--- config.mk ---
export PLATFORM = sky130hd
export DESIGN_NAME = bl_mux_scheduler_flat
export DESIGN_NICKNAME = d
export VERILOG_FILES = /design/src/rtl/bl_mux_scheduler_if.sv /design/src/rtl/bl_mux_scheduler.sv /design/src/flat_wrapper.sv
export SDC_FILE = /design/constraint.sdc
export NUM_CORES = 1
export LEC_CHECK = 0
export ABC_AREA = 1
export CAP_MARGIN = 0
export CORE_MARGIN = 3
export CORE_UTILIZATION = 30
export CTS_CLUSTER_DIAMETER = 50
export DETAILED_ROUTE_END_ITERATION = 10
export DONT_BUFFER_PORTS = 1
export SYNTH_ARGS = -nofsm -noshare
export SYNTH_HDL_FRONTEND = slang
export SYNTH_SLANG_ARGS = --single-unit
--- constraint.sdc ---
create_clock -name Clk -period 3.1 [get_ports Clk]
set_clock_uncertainty 0.2 [all_clocks]
set_input_delay 0.31 -clock Clk [delete_from_list [all_inputs] [get_ports Clk]]
set_output_delay 0.31 -clock Clk [all_outputs]
set_load 0.01 [all_outputs]
--- src/rtl/bl_mux_scheduler_if.sv ---
// Signal bundle between the requesting engines, the scheduler and the BL_MUX
// select/enable pins. master = scheduler side, slave = requesters/MUX side.
interface bl_mux_scheduler_if;
   logic [7:0] req;
   logic       A2_out;
   logic       A1_out;
   logic       A0_out;
   logic       EN_out;
   logic [7:0] grant;
   logic       busy;
   logic       done;
   logic [1:0] dbg_state;

   modport master (
      input  req,
      output A2_out, A1_out, A0_out, EN_out, grant, busy, done, dbg_state
   );

   modport slave (
      output req,
      input  A2_out, A1_out, A0_out, EN_out, grant, busy, done, dbg_state
   );
endinterface

--- src/rtl/bl_mux_scheduler.sv ---
// Round-robin scheduler for the shared bit-line MUX: picks one of 8 requesters,
// drives A2..A0 and EN with break-before-make sequencing SETUP->ACTIVE->GUARD.
module bl_mux_scheduler #(
   parameter int unsigned DWELL     = 4,
   parameter int unsigned GUARD_CYC = 1
) (
   input logic                 Clk,
   input logic                 Reset,
   bl_mux_scheduler_if.master  bus
);

   typedef enum logic [1:0] {
      IDLE   = 2'd0,
      SETUP  = 2'd1,
      ACTIVE = 2'd2,
      GUARD  = 2'd3
   } state_t;

   state_t     state;
   logic [2:0] rr_ptr;
   logic [2:0] addr;
   logic [7:0] cnt;
   logic [7:0] grant;
   logic       en;
   logic       busy;
   logic       done;

   logic [2:0] pick;
   logic [2:0] idx;
   logic       pick_valid;

   // Descending scan so the requester closest to rr_ptr is written last and wins.
   always_comb begin
      pick       = '0;
      idx        = '0;
      pick_valid = 1'b0;
      for (int i = 7; i >= 0; i--) begin
         idx = rr_ptr + 3'(i);
         if (bus.req[idx]) begin
            pick       = idx;
            pick_valid = 1'b1;
         end
      end
   end

   always_ff @(posedge Clk) begin
      if (Reset) begin
         state  <= IDLE;
         rr_ptr <= '0;
         addr   <= '0;
         cnt    <= '0;
         grant  <= '0;
         en     <= 1'b0;
         busy   <= 1'b0;
         done   <= 1'b0;
      end else begin
         done <= 1'b0;
         case (state)
            IDLE: begin
               if (pick_valid) begin
                  addr  <= pick;
                  grant <= 8'd1 << pick;
                  busy  <= 1'b1;
                  state <= SETUP;
               end
            end
            SETUP: begin
               state <= ACTIVE;
               en    <= 1'b1;
               cnt   <= 8'(DWELL - 1);
               done  <= (DWELL == 1);
            end
            ACTIVE: begin
               // Dropped request and expired dwell both leave through GUARD so
               // EN is low before the address can move.
               if (!bus.req[addr] || cnt == 8'd0) begin
                  state <= GUARD;
                  en    <= 1'b0;
                  cnt   <= 8'(GUARD_CYC - 1);
               end else begin
                  cnt  <= cnt - 8'd1;
                  done <= (cnt == 8'd1);
               end
            end
            GUARD: begin
               if (cnt == 8'd0) begin
                  state  <= IDLE;
                  grant  <= '0;
                  busy   <= 1'b0;
                  rr_ptr <= addr + 3'd1;
               end else begin
                  cnt <= cnt - 8'd1;
               end
            end
            default: state <= IDLE;
         endcase
      end
   end

   assign bus.A2_out    = addr[2];
   assign bus.A1_out    = addr[1];
   assign bus.A0_out    = addr[0];
   assign bus.EN_out    = en;
   assign bus.grant     = grant;
   assign bus.busy      = busy;
   assign bus.done      = done;
   assign bus.dbg_state = state;

endmodule

--- src/flat_wrapper.sv ---
// flat-port wrapper written by rule: the top's interface ports become plain ports
module bl_mux_scheduler_flat 
#(
   parameter int unsigned DWELL     = 4,
   parameter int unsigned GUARD_CYC = 1
)
  (Clk, Reset, bus_req, bus_A2_out, bus_A1_out, bus_A0_out, bus_EN_out, bus_grant, bus_busy, bus_done, bus_dbg_state);
  bl_mux_scheduler_if bus_i ();
  input logic Clk;
  input logic Reset;
  input wire logic [$bits(bus_i.req)-1:0] bus_req;
  output wire logic [$bits(bus_i.A2_out)-1:0] bus_A2_out;
  output wire logic [$bits(bus_i.A1_out)-1:0] bus_A1_out;
  output wire logic [$bits(bus_i.A0_out)-1:0] bus_A0_out;
  output wire logic [$bits(bus_i.EN_out)-1:0] bus_EN_out;
  output wire logic [$bits(bus_i.grant)-1:0] bus_grant;
  output wire logic [$bits(bus_i.busy)-1:0] bus_busy;
  output wire logic [$bits(bus_i.done)-1:0] bus_done;
  output wire logic [$bits(bus_i.dbg_state)-1:0] bus_dbg_state;
  assign bus_i.req = bus_req;
  assign bus_A2_out = bus_i.A2_out;
  assign bus_A1_out = bus_i.A1_out;
  assign bus_A0_out = bus_i.A0_out;
  assign bus_EN_out = bus_i.EN_out;
  assign bus_grant = bus_i.grant;
  assign bus_busy = bus_i.busy;
  assign bus_done = bus_i.done;
  assign bus_dbg_state = bus_i.dbg_state;
  bl_mux_scheduler #(.DWELL(DWELL), .GUARD_CYC(GUARD_CYC)) u_core (.Clk(Clk), .Reset(Reset), .bus(bus_i));
endmodule
# Word-level counts from Yosys, hierarchy flattened
# Cells that the tools add are included.
[totals]
ram_bits = 0
romBits = 0
out_inout_bits = 16
elab_cells = 99
register_bits = 27
latch_bits = 0
input_bits = 10
memories = 0
[op_classes]
addsub = 9
mul = 0
order_cmp = 9
div = 0
bitwise = 1
mux = 49
eq_ne = 8
reduce_logical = 14
n_shift = 1
[ops]
columns = ["operator", "n"]
rows = [
  ["< comparator 3 x 4 -> 1 bit (second input constant)", 9],
  ["2-to-1 mux 8 bit", 4],
  ["binary-select mux 1 bit (select 3 bit)", 9],
  ["2-to-1 mux 3 bit", 8],
  ["case mux 8 bit (3 select lines)", 1],
  ["2-to-1 mux 1 bit", 20],
  ["case mux 8 bit (2 select lines)", 1],
  ["adder 3 bit (second input constant)", 4],
  ["== test 8 x 1 -> 1 bit (second input constant)", 1],
  ["zero test 8 bit", 1],
  ["case mux 2 bit (4 select lines)", 1],
  ["AND reduction 2 bit", 4],
  ["left shift 1 x 3 -> 8 bit (first input constant)", 1],
  ["subtractor 8 x 1 -> 8 bit (second input constant)", 1],
  ["adder 3 x 1 -> 3 bit (second input constant)", 2],
  ["adder 3 x 2 -> 3 bit (second input constant)", 2],
  ["2-to-1 mux 2 bit", 3],
  ["inequality test 2 x 1 -> 1 bit (second input constant)", 3],
  ["AND reduction 3 bit", 2],
  ["== test 2 bit (second input constant)", 2],
  ["case mux 1 bit (2 select lines)", 2],
  ["nonzero test 2 bit", 2],
  ["nonzero test 3 bit", 1],
  ["OR reduction 3 bit", 1],
  ["6 further kinds", 6],
]

# Logic depth before layout (Yosys ltp)
[logic_depth]
word_depth = 14
mapped_depth = 22
depth_no_buf = 21

# Worst setup path before layout
# OpenSTA, ideal clock, no wires.
[synth_timing]
path_type = "register -> register"
startpoint = "register u_core.rr_ptr[1]"
endpoint = "register u_core.grant[6], in the netlist u_core.bus.grant[6]"
arrival_ps = 1977
setup_time_ps = 131
path_buffers = 1
slack_ps = 792
synth_period_minus_slack_ps = 2308
stages_incl_launch_ff = 18
required_time_ps = 2769
path_cell_list = "dfxtp_1 > buf_6 > inv_4 > ha_1 > inv_2 > nand3_1 > nand3_2 > nand2_2 > inv_2 > nand3b_1 > nor2_1 > nand3_2 > nand3b_4 > nor2_1 > nand3_1 > nor2_1 > nor2_1 > nor2_1"
[synth_via]
elab_chain_len = 14
word_cells_on_any_way = 44
classes_between = "add/sub (7); eq/ne (1); shift (1); mux (34); reduce/logical (1)"
[synth_rtl]
columns = ["element", "line", "source"]
rows = [
  ["from (decl)", "bl_mux_scheduler.sv:20", "logic [2:0] rr_ptr;"],
  ["from (signal assigned)", "bl_mux_scheduler.sv:90", "rr_ptr <= addr + 3'd1;"],
  ["adder 3 bit", "bl_mux_scheduler.sv:38", "idx = rr_ptr + 3'(i);"],
  ["binary-select mux 1 bit (select 3 bit)", "bl_mux_scheduler.sv:39", "if (bus.req[idx]) begin"],
  ["2-to-1 mux 1 bit (not written as such)", "bl_mux_scheduler.sv:39", ""],
  ["2-to-1 mux 3 bit (8 in a row)", "bl_mux_scheduler.sv:39", ""],
  ["left shift 1 x 3 -> 8 bit", "bl_mux_scheduler.sv:62", "grant <= 8'd1 << pick;"],
  ["2-to-1 mux 8 bit", "bl_mux_scheduler.sv:60", "if (pick_valid) begin"],
  ["case mux 8 bit (2 select lines)", "bl_mux_scheduler.sv:58", "case (state)"],
  ["to (signal assigned)", "bl_mux_scheduler.sv:62", ""],
  ["to (decl)", "bl_mux_scheduler.sv:23", "logic [7:0] grant;"],
]
# Parallel ways exist; a longest one is shown, timed or not. The select of a mux whose other input is x is not followed.
# A chain may end at the register's enable or synchronous reset.

# Worst setup path in the final report
[layout_timing]
startpoint = "register u_core.rr_ptr[0]"
endpoint = "register u_core.grant[6], in the netlist u_core.bus.grant[6]"
# The elaborated chain is that of the path after synthesis.

==> results_dict.tcl <==
set metrics [dict create \
    run_status "complete, no violations" \
    insertion_delay_ns 0.28 \
    clk_path_buf_depth 2 \
    cp_num_buf_inv 3 \
    synth_top_area_share_pct 25.2 \
    grt_pass1_wl_mm 8.63 \
    finalNonFillerCells 413 \
    wl_met2_mm 2.09 \
    hold_viol_final 0 \
    viasPerCell 4.66 \
    port_buffers 0 \
    cts_buffers 3 \
    power_frac_clock_pct 10.1 \
    wl_per_cell_um 11.9 \
    power_density_nw_per_um2 893 \
    grt_pass1_vias 1810 \
    min_from "Reset" \
    peakVddDrop_v 0.000307 \
    overflow 0 \
    min_period_ns 2.79 \
    die-width_um 90.6 \
    start_util_pct 31.2 \
    die-area_um2 8200 \
    ant_nets 0 \
    diodes 0 \
    coreArea_um2 6870 \
    htreeDepth 1 \
    r2r_end "u_core.bus.grant[6]" \
    synth_cells 315 \
    synthArstFlopShare_pct 0 \
    synth_cell_types 35 \
    track_usage_pct 12.4 \
    grt_max_degree 16 \
    fp-row-count 30 \
    dieHeight_um 90.6 \
    dr.first_iter.drc_count 83 \
    cp_slowest_stage_delay_ns 0.40 \
    max-cap-violations 0 \
    crit_top_cell "nor2_1" \
    post_cts_buffers 0 \
    timing.final.crit_share_pct 89.9 \
    drcViolationCount 0 \
    fmax_ghz 0.359 \
    cts_resized 0 \
    r2r_slack_ns 0.31 \
    fin_area_um2 2290 \
    cts-hold-fix-buffers 1 \
    arrival_ns 2.73 \
    cts_root_buffer "clkbuf_8" \
    hold_class "input port to register" \
    hold-path-endpoint "u_core.cnt[1]" \
    worst-path-max-fanout 12 \
    crit_type "register to register" \
    netlist_top_cells_count "nand2_1 (79), inv_1 (31), dfxtp_1 (27), nor2_1 (27), nand3_1 (25)" \
    synth_area_leaders "dfxtp_1 (25%), nand2_1 (14%), nand3_2 (6.5%), ha_1 (5.8%), nand3_1 (5.8%)" \
    p_seq_share_pct 29.8 \
    wl_met1_mm 2.42 \
    leakage_nw 1.08 \
    place_area_um2 2230 \
    required_ns 3.05 \
    synthFlopType "dfxtp_1" \
    total_power_mw 2.04 \
    crit_path_end_kind "register" \
    avgSynthCellArea_um2 6.81 \
    timing.rr.start "u_core.rr_ptr[0]" \
    switching_share_pct 51.7 \
    drive_above_1_share_pct 20.5 \
    whs_ns 0.144 \
    gp_congestion 0.864 \
    cts_tree "done" \
    p_int_mw 0.986 \
    io_pins 26 \
    wl_mm 4.91 \
    r2r_cells 16 \
    synth_top_area_cell "dfxtp_1" \
    synthToLayoutAreaGrowth_pct 6.65 \
    synth_edf_count 0 \
    synth-seq-area-share_pct 25.2 \
    antenna_found_initial 0 \
    tightest_slew_ns 0.573 \
    hold_depth 3 \
    synth_area_um2 2140 \
    critPathTopFamily "simple AND/OR/NAND/NOR gates" \
    highest_layer "met4" \
    fin_tns_setup_ns 0 \
    rsz0062_at_grt "no" \
    place_ws_ns 0.400 \
    route.met3.wl_um 353 \
    fin_ws_ns 0.314 \
    synth_most_common_cell "nand2_1" \
    num_vias 1926 \
    start_kind "register" \
    ys_seq_elements 27 \
    yosys_warnings 0 \
    fin_util_pct 33.3 \
    synth_fp_nets 335 \
    combPwrFrac_pct 60.0 \
    relSlewSlack_pct 61.7 \
    slowest_stage "ha_1" \
    place_hpwl_mm 3.98 \
    place_inst 408 \
    dr.pass1.iters 5 \
    p_switching_mw 1.06 \
    clk_pin_slew_ns 0.10 \
    nNetsFinal 338 \
    setup_viol 0 \
    slew_viol_final 0 \
    cts.sinks 27 \
    crit_path_cell_trace "inv_2 > ha_1 > inv_2 > nand3_1 > nand3_2 > nand2_2 > inv_2 > nand3b_1 > nor2_1 > nand3_2 > nand3b_4 > nor2_1 > nand3_1 > nor2_1 > nor2_1 > nor2_1" \
]
worst min-delay path: stages:
cell	delay, ns
inv_1	0.12
o221ai_1	0.12
inv_1	0.04
registers in the layout, summed over array words and instances (netlist names):
| name | cells |
|---|---|
| u_core.addr | 3 |
| u_core.cnt | 8 |
| u_core.bus.done | 1 |
| u_core.rr_ptr | 3 |
| u_core.bus.dbg_state | 2 |
| u_core.bus.grant | 8 |
| u_core.bus.busy | 1 |
| u_core.bus.EN_out | 1 |
worst max path at each step:
stage | to | startpoint | slack, ns | depth (start not counted)
after floorplan | u_core.bus.grant[6] | u_core.rr_ptr[1] | 0.79 | 17
after global placement | u_core.bus.grant[6] | u_core.rr_ptr[1] | 0.43 | 16
after detailed placement | u_core.bus.grant[6] | u_core.rr_ptr[0] | 0.40 | 16
after CTS | u_core.bus.grant[6] | u_core.rr_ptr[0] | 0.33 | 16
after global routing | u_core.bus.grant[6] | u_core.rr_ptr[1] | 0.05 | 16
final | u_core.bus.grant[6] | u_core.rr_ptr[0] | 0.31 | 16
power groups by stage:
stage          combinational [mW]  sequential (mW)  clock [mW]
3_3_place_gp                 1.21            0.617           0
4_1_cts                      1.23            0.612       0.217
5_1_grt                      1.41            0.630       0.230
3_5_place_dp                 1.22            0.619           0
2_1_floorplan                1.05            0.578           0
6_report                     1.23            0.609       0.207
metal layers:
| layer | vias to the layer above | GRT usage, % |
|---|---|---|
| met3 | 8 | 3.17 |
| met5 | - | 0 |
| li1 | 1016 | - |
| met1 | 854 | 17.2 |
| met4 | 0 | 3.57 |
| met2 | 48 | 19.0 |
area by class of cell:
cell class | instances | area, µm²
multi-input combinational | 240 | 1390
sequential | 27 | 541
clock buffer | 3 | 41.3
tap | 96 | 120
clock inverter | 1 | 5.00
timing repair buffer | 3 | 25.0
fill | 750 | 4580
inverter | 43 | 166
layout by cell type (no fill, tap or decap), types with 2 or more instances in the layout:
cell type	n
a31oi_1	2
nor2_4	2
o221ai_1	3
nor2_1	27
nand2_2	18
a21oi_1	19
dfxtp_1	27
inv_4	2
mux2i_1	2
nand2_1	79
nand2_4	2
inv_1	31
inv_2	10
buf_4	2
nand3b_1	2
a21oi_2	3
xor2_1	3
clkbuf_8	3
nand3_2	14
nor2_2	2
ha_1	10
xnor2_1	3
o21ai_0	12
nor3_1	2
nand3_1	25
cell families after synthesis:
group	Yosys count	share of synthesized area [%]
AO/OA/AOI/OAI	42	11.6
XOR/XNOR	6	2.45
flip-flops	27	25.2
AND/OR/NAND/NOR	180	43.9
adder cells (fa/ha/maj)	10	5.83
buffers and inverters	48	10.0
multiplexers	2	0.934
Note: power is estimated with default switching activity, not from simulation.
